==> config.mk <==
export PLATFORM = sky130hd
export DESIGN_NAME = score_tracker_flat
export DESIGN_NICKNAME = d
export VERILOG_FILES = /design/src/rtl/score_tracker_if.sv /design/src/rtl/score_tracker.sv /design/src/flat_wrapper.sv
export SDC_FILE = /design/constraint.sdc
export NUM_CORES = 1
export LEC_CHECK = 0
export ABC_CLOCK_PERIOD_IN_PS = 4200
export CAP_MARGIN = 10
export CORE_MARGIN = 2
export CORE_UTILIZATION = 53
export DETAILED_ROUTE_END_ITERATION = 7
export GPL_ROUTABILITY_DRIVEN = 0
export PLACE_DENSITY = 0.76
export SETUP_SLACK_MARGIN = 0.02
export SLEW_MARGIN = 0
export SYNTH_ARGS = -nofsm -noshare
export SYNTH_HDL_FRONTEND = slang
export SYNTH_SLANG_ARGS = --single-unit
==> constraint.sdc <==
create_clock -name clk -period 4.2 [get_ports clk]
set_clock_uncertainty 0.15 [all_clocks]
set_input_delay 0.84 -clock clk [delete_from_list [all_inputs] [get_ports clk]]
set_output_delay 0.84 -clock clk [all_outputs]
set_load 0.02 [all_outputs]
==> src/rtl/score_tracker_if.sv <==
// Score-path bundle between the line-clear producer and the score/BCD display consumer.
interface score_tracker_if;
    logic       game_start;
    logic       clear_valid;
    logic [2:0] clear_count;
    logic       clear_ready;
    logic [7:0] score;
    logic [3:0] bcd_hundreds;
    logic [3:0] bcd_tens;
    logic [3:0] bcd_ones;
    logic       bcd_done;

    modport master (
        output game_start, clear_valid, clear_count,
        input  clear_ready, score, bcd_hundreds, bcd_tens, bcd_ones, bcd_done
    );

    modport slave (
        input  game_start, clear_valid, clear_count,
        output clear_ready, score, bcd_hundreds, bcd_tens, bcd_ones, bcd_done
    );
endinterface

==> src/rtl/score_tracker.sv <==
// Saturating score accumulator with sequential double-dabble BCD split; score updates on the accept edge, BCD 8 edges later.
// Backpressure: clear_ready is low for the 8-cycle conversion; a held event is taken once it returns high.
module score_tracker #(
    parameter logic [7:0] PTS1      = 8'd1,
    parameter logic [7:0] PTS2      = 8'd3,
    parameter logic [7:0] PTS3      = 8'd5,
    parameter logic [7:0] PTS4      = 8'd8,
    parameter logic [7:0] MAX_SCORE = 8'd255
) (
    input  logic           clk,
    input  logic           rst,
    score_tracker_if.slave bus
);

    typedef enum logic {IDLE, CONV} state_t;

    state_t      state, state_nxt;
    logic [7:0]  score_q;
    logic [7:0]  pts;
    logic        legal;
    logic [8:0]  sum;
    logic [7:0]  score_new;
    logic        start_conv;
    logic        last_step;
    logic [2:0]  iter;
    logic [19:0] sr;
    logic [19:0] adj;
    logic [19:0] step_sr;
    logic [3:0]  hund_q, tens_q, ones_q;
    logic        done_q;

    always_comb begin
        pts   = 8'd0;
        legal = 1'b1;
        case (bus.clear_count)
            3'd1:    pts = PTS1;
            3'd2:    pts = PTS2;
            3'd3:    pts = PTS3;
            3'd4:    pts = PTS4;
            default: legal = 1'b0;
        endcase
    end

    // Nine-bit sum so an add near the ceiling clamps instead of wrapping.
    assign sum        = {1'b0, score_q} + {1'b0, pts};
    assign score_new  = (sum > {1'b0, MAX_SCORE}) ? MAX_SCORE : sum[7:0];
    assign start_conv = bus.clear_valid && (state == IDLE) && legal && !bus.game_start;
    assign last_step  = (state == CONV) && (iter == 3'd7);

    // Shift register layout: [19:16] hundreds, [15:12] tens, [11:8] ones, [7:0] binary remainder.
    always_comb begin
        adj = sr;
        for (int i = 0; i < 3; i++) begin
            if (sr[8 + 4*i +: 4] >= 4'd5)
                adj[8 + 4*i +: 4] = sr[8 + 4*i +: 4] + 4'd3;
        end
    end
    assign step_sr = adj << 1;

    always_ff @(posedge clk or negedge rst) begin
        if (!rst) state <= IDLE;
        else      state <= state_nxt;
    end

    always_comb begin
        state_nxt = state;
        if (bus.game_start) begin
            state_nxt = IDLE;
        end else begin
            case (state)
                IDLE:    if (start_conv) state_nxt = CONV;
                CONV:    if (iter == 3'd7) state_nxt = IDLE;
                default: state_nxt = IDLE;
            endcase
        end
    end

    always_ff @(posedge clk or negedge rst) begin
        if (!rst) begin
            score_q <= 8'd0;
            sr      <= 20'd0;
            iter    <= 3'd0;
            hund_q  <= 4'd0;
            tens_q  <= 4'd0;
            ones_q  <= 4'd0;
            done_q  <= 1'b0;
        end else if (bus.game_start) begin
            score_q <= 8'd0;
            sr      <= 20'd0;
            iter    <= 3'd0;
            hund_q  <= 4'd0;
            tens_q  <= 4'd0;
            ones_q  <= 4'd0;
            done_q  <= 1'b0;
        end else begin
            done_q <= last_step;
            if (start_conv) begin
                score_q <= score_new;
                sr      <= {12'd0, score_new};
                iter    <= 3'd0;
            end else if (state == CONV) begin
                sr   <= step_sr;
                iter <= iter + 3'd1;
                if (iter == 3'd7) begin
                    hund_q <= step_sr[19:16];
                    tens_q <= step_sr[15:12];
                    ones_q <= step_sr[11:8];
                end
            end
        end
    end

    assign bus.clear_ready  = (state == IDLE);
    assign bus.score        = score_q;
    assign bus.bcd_hundreds = hund_q;
    assign bus.bcd_tens     = tens_q;
    assign bus.bcd_ones     = ones_q;
    assign bus.bcd_done     = done_q;

endmodule

==> src/flat_wrapper.sv <==
// flat-port wrapper written by rule: the top's interface ports become plain ports
module score_tracker_flat 
#(
    parameter logic [7:0] PTS1      = 8'd1,
    parameter logic [7:0] PTS2      = 8'd3,
    parameter logic [7:0] PTS3      = 8'd5,
    parameter logic [7:0] PTS4      = 8'd8,
    parameter logic [7:0] MAX_SCORE = 8'd255
)
  (clk, rst, bus_game_start, bus_clear_valid, bus_clear_count, bus_clear_ready, bus_score, bus_bcd_hundreds, bus_bcd_tens, bus_bcd_ones, bus_bcd_done);
  score_tracker_if bus_i ();
  input  logic clk;
  input  logic rst;
  input wire logic [$bits(bus_i.game_start)-1:0] bus_game_start;
  input wire logic [$bits(bus_i.clear_valid)-1:0] bus_clear_valid;
  input wire logic [$bits(bus_i.clear_count)-1:0] bus_clear_count;
  output wire logic [$bits(bus_i.clear_ready)-1:0] bus_clear_ready;
  output wire logic [$bits(bus_i.score)-1:0] bus_score;
  output wire logic [$bits(bus_i.bcd_hundreds)-1:0] bus_bcd_hundreds;
  output wire logic [$bits(bus_i.bcd_tens)-1:0] bus_bcd_tens;
  output wire logic [$bits(bus_i.bcd_ones)-1:0] bus_bcd_ones;
  output wire logic [$bits(bus_i.bcd_done)-1:0] bus_bcd_done;
  assign bus_i.game_start = bus_game_start;
  assign bus_i.clear_valid = bus_clear_valid;
  assign bus_i.clear_count = bus_clear_count;
  assign bus_clear_ready = bus_i.clear_ready;
  assign bus_score = bus_i.score;
  assign bus_bcd_hundreds = bus_i.bcd_hundreds;
  assign bus_bcd_tens = bus_i.bcd_tens;
  assign bus_bcd_ones = bus_i.bcd_ones;
  assign bus_bcd_done = bus_i.bcd_done;
  score_tracker #(.PTS1(PTS1), .PTS2(PTS2), .PTS3(PTS3), .PTS4(PTS4), .MAX_SCORE(MAX_SCORE)) u_core (.clk(clk), .rst(rst), .bus(bus_i));
endmodule
==> flow_summary.toml <==
[status]
status = "completed"

[yosys]
syn_area_um2 = 2440
yosys_warnings = 0
synthArstFlopShare_pct = 100
synth-seq-cells = 45
avgSynthCellArea_um2 = 9.73
synth-main-ff-cell = "dfrtp_1"
synth_nets = 271
syn_inst = 251
ys_seq_area_share_pct = 46.1
synth_cell_types = 54
synth-edff-count = 0

[power_and_ir_drop]
powerDensity_nw_per_um2 = 293
switching_power_mw = 0.212
p_leak_nw = 1.22
clkPwrFrac_pct = 35.6
switching_share_pct = 25.4
ir_drop_v = 0.000175
p_int_mw = 0.622
seqPwrFrac_pct = 54.1
pwr-share-comb_pct = 10.3

[timing]
slew_violations = 0
relSlewSlack_pct = 29.4
fin_crit_sh_pct = 79.7
rsz0062_at_grt = "no"
setup_viol = 0
worst_pin_slew_ns = 1.05
max_freq_ghz = 0.299
min_period_ns = 3.35
fin_tns_setup_ns = 0
hold_viol_final = 0

[critical_path]
worstPathMaxFanout = 7
crit_type = "in -> reg"
crit_arrival_ns = 3.39
crit_buf_inv = 1
cp-end-kind = "flip-flop"
crit_path_top_delay_cell = "clkdlybuf4s50_1"
rr_worst_depth = 4
worst-path-stages = 8
critPathTopFamily = "simple AND/OR/NAND/NOR gates"
slowest_delay_ns = 0.56
crit_path_cell_trace = "clkdlybuf4s50_1 -> or3b_2 -> fa_1 -> nand2b_1 -> o2bb2ai_2 -> nand2b_4 -> nor2b_1 -> a2111oi_1"
worstSetupStartpointType = "primary input"
cp.required_ns = 4.24

[placed_design]
io_buffers = 28
dpl_cell_area_um2 = 2750
dp_hpwl_mm = 3.54

[finish]
final_area_um2 = 2850
diodes = 0
final_layout_size_suffix_gt1_share_pct = 9.68
fin_nets = 298
final_common_cell = "dfrtp_1"
mostFrequentLayoutCells = "dfrtp_1 (45), nor2_1 (27), nand2_1 (27), clkdlybuf4s50_1 (27), a21oi_1 (20)"
area_delta_synth_final_pct = 16.6

[floorplan]
std_cell_rows = 24
dieHeight_um = 71.9
io_pins = 29
start_util_pct = 55.7
dieWidth_um = 71.9
core_region_area_um2 = 4380
fp.dieArea_um2 = 5160

[routing]
antenna_left = 0
drt_wl_total_mm = 4.99
drc = 0
firstDrtPassIters = 4
wl_per_cell_um = 15.1
via_per_inst = 5.88
drtIter0Drc = 153
via_count = 1945

[clock_network]
cts-resized-gates = 0
max-clock-path-buffers = 2
clkSinkCount = 45
clkTransAtPathRegs_ns = 0.08
cts_root_buffer = "clkbuf_8"
htreeDepth = 2
cts_buffers = 5
post_cts_buffers = 0
postCtsHoldBufs = 0
cts_tree = "built"
insertion_delay_ns = 0.31

[grt]
grt_remaining_overflow = 0
grt_pass1_vias = 1858
grt_max_degree = 46
grt_usage_pct = 21.5
grt_pass1_wl_mm = 8.73
antenna_found_initial = 0

[run]
drv_cap = 0

[min_path]
hold_path.class = "reg -> reg"
holdPathStages = 2
power by group through the flow:
stage                     Clock, mW  Combinational [mW]  Sequential (mW)
after global placement            0              0.0854            0.459
after floorplan                   0              0.0553            0.457
after global routing          0.312              0.0958            0.452
after detailed placement          0              0.0870            0.459
final                         0.297              0.0862            0.451
after CTS                     0.301              0.0871            0.451
cell families (layout without fill, tap and decap cells):
| kind of cell | count (synthesis) | in the layout | synth area share (%) |
|---|---|---|---|
| multiplexers | 2 | 2 | 0.820 |
| AO/OA/AOI/OAI | 78 | 78 | 22.3 |
| flip-flops | 45 | 45 | 46.1 |
| XOR/XNOR | 6 | 6 | 2.15 |
| AND/OR/NAND/NOR | 83 | 83 | 17.5 |
| adder cells (fa/ha/maj) | 13 | 13 | 6.97 |
| buffers and inverters | 24 | 52 | 4.10 |
state kept, by name (all words and copies together), names as in the netlist:
| signal | flops |
|---|---|
| u_core.sr | 20 |
| u_core.bus.score | 8 |
| u_core.bus.bcd_hundreds | 4 |
| u_core.bus.bcd_ones | 4 |
| u_core.bus.bcd_tens | 4 |
| u_core.iter | 3 |
| u_core.bus.bcd_done | 1 |
| u_core.state | 1 |
cells in the mapped netlist (2+ instances only):
master	instances	share of area, %
dfrtp_1	45	46
nand2_1	27	4.2
nor2_1	27	4.2
a21oi_1	20	4.1
inv_1	14	2.2
o21ai_0	14	2.9
ha_1	12	6.2
a22o_1	8	2.9
nand2b_1	7	1.8
nor3_1	6	1.2
a211oi_1	5	1.5
clkbuf_1	5	0.77
a311oi_1	4	1.4
xnor2_1	4	1.4
a21o_1	3	0.92
o22ai_1	3	0.77
or3b_2	3	1.1
a31oi_1	2	0.51
a32oi_1	2	0.72
buf_2	2	0.41
mux2i_1	2	0.82
o21ai_2	2	0.72
o21bai_1	2	0.61
xor2_1	2	0.72
metal layers:
metal	vias to the layer above	global-route usage, %	wire length, µm
met2	35	32.5	2360
met4	0	7.55	82
met3	8	3.80	172
li1	952	-	-
met5	-	0	0
met1	950	31.3	2380
per-stage QoR:
stage	utilization, %	cells	worst slack, ns	hold slack, ns	power, mW
floorplan	-	251	1.22	0.307	0.512
global placement	62.6	323	0.583	0.322	0.545
detailed placement	62.6	323	0.539	0.340	0.546
CTS	64.9	331	0.852	0.361	0.839
global route	64.9	331	0.732	0.377	0.860
finish	64.9	331	0.852	0.358	0.834
cell type report:
cell class	count	area (µm²)
repair buffers	29	283
multi-input cells	182	1210
flip-flops and latches	45	1130
well taps	52	65.1
clock inverters	1	5.00
fillers	357	1540
clock buffers	7	96.3
inverters	15	56.3
worst paths after layout:
path,start,end,slack [ns]
min reg2reg,u_core.sr[5]$_DFFE_PN0P_,u_core.sr[6]$_DFFE_PN0P_,0.36
max reg2reg,u_core.state$_DFF_PN0_,u_core.bus.bcd_hundreds[0]$_DFFE_PN0P_,1.67
min in group asynchronous,rst,u_core.bus.bcd_ones[2]$_DFFE_PN0P_,0.53
min,u_core.sr[5]$_DFFE_PN0P_,u_core.sr[6]$_DFFE_PN0P_,0.36
max,bus_clear_count[1],u_core.sr[0]$_DFFE_PN0P_,0.85
max in group asynchronous,rst,u_core.sr[18]$_DFFE_PN0P_,2.73
tightest hold or removal path, delay by kind of cell, from the launching register on:
kind	cells	cell delay (ns)
compound gates	1	0.06
flops	1	0.35
simple gates	1	0.06
(Power assumes the default switching activity.)
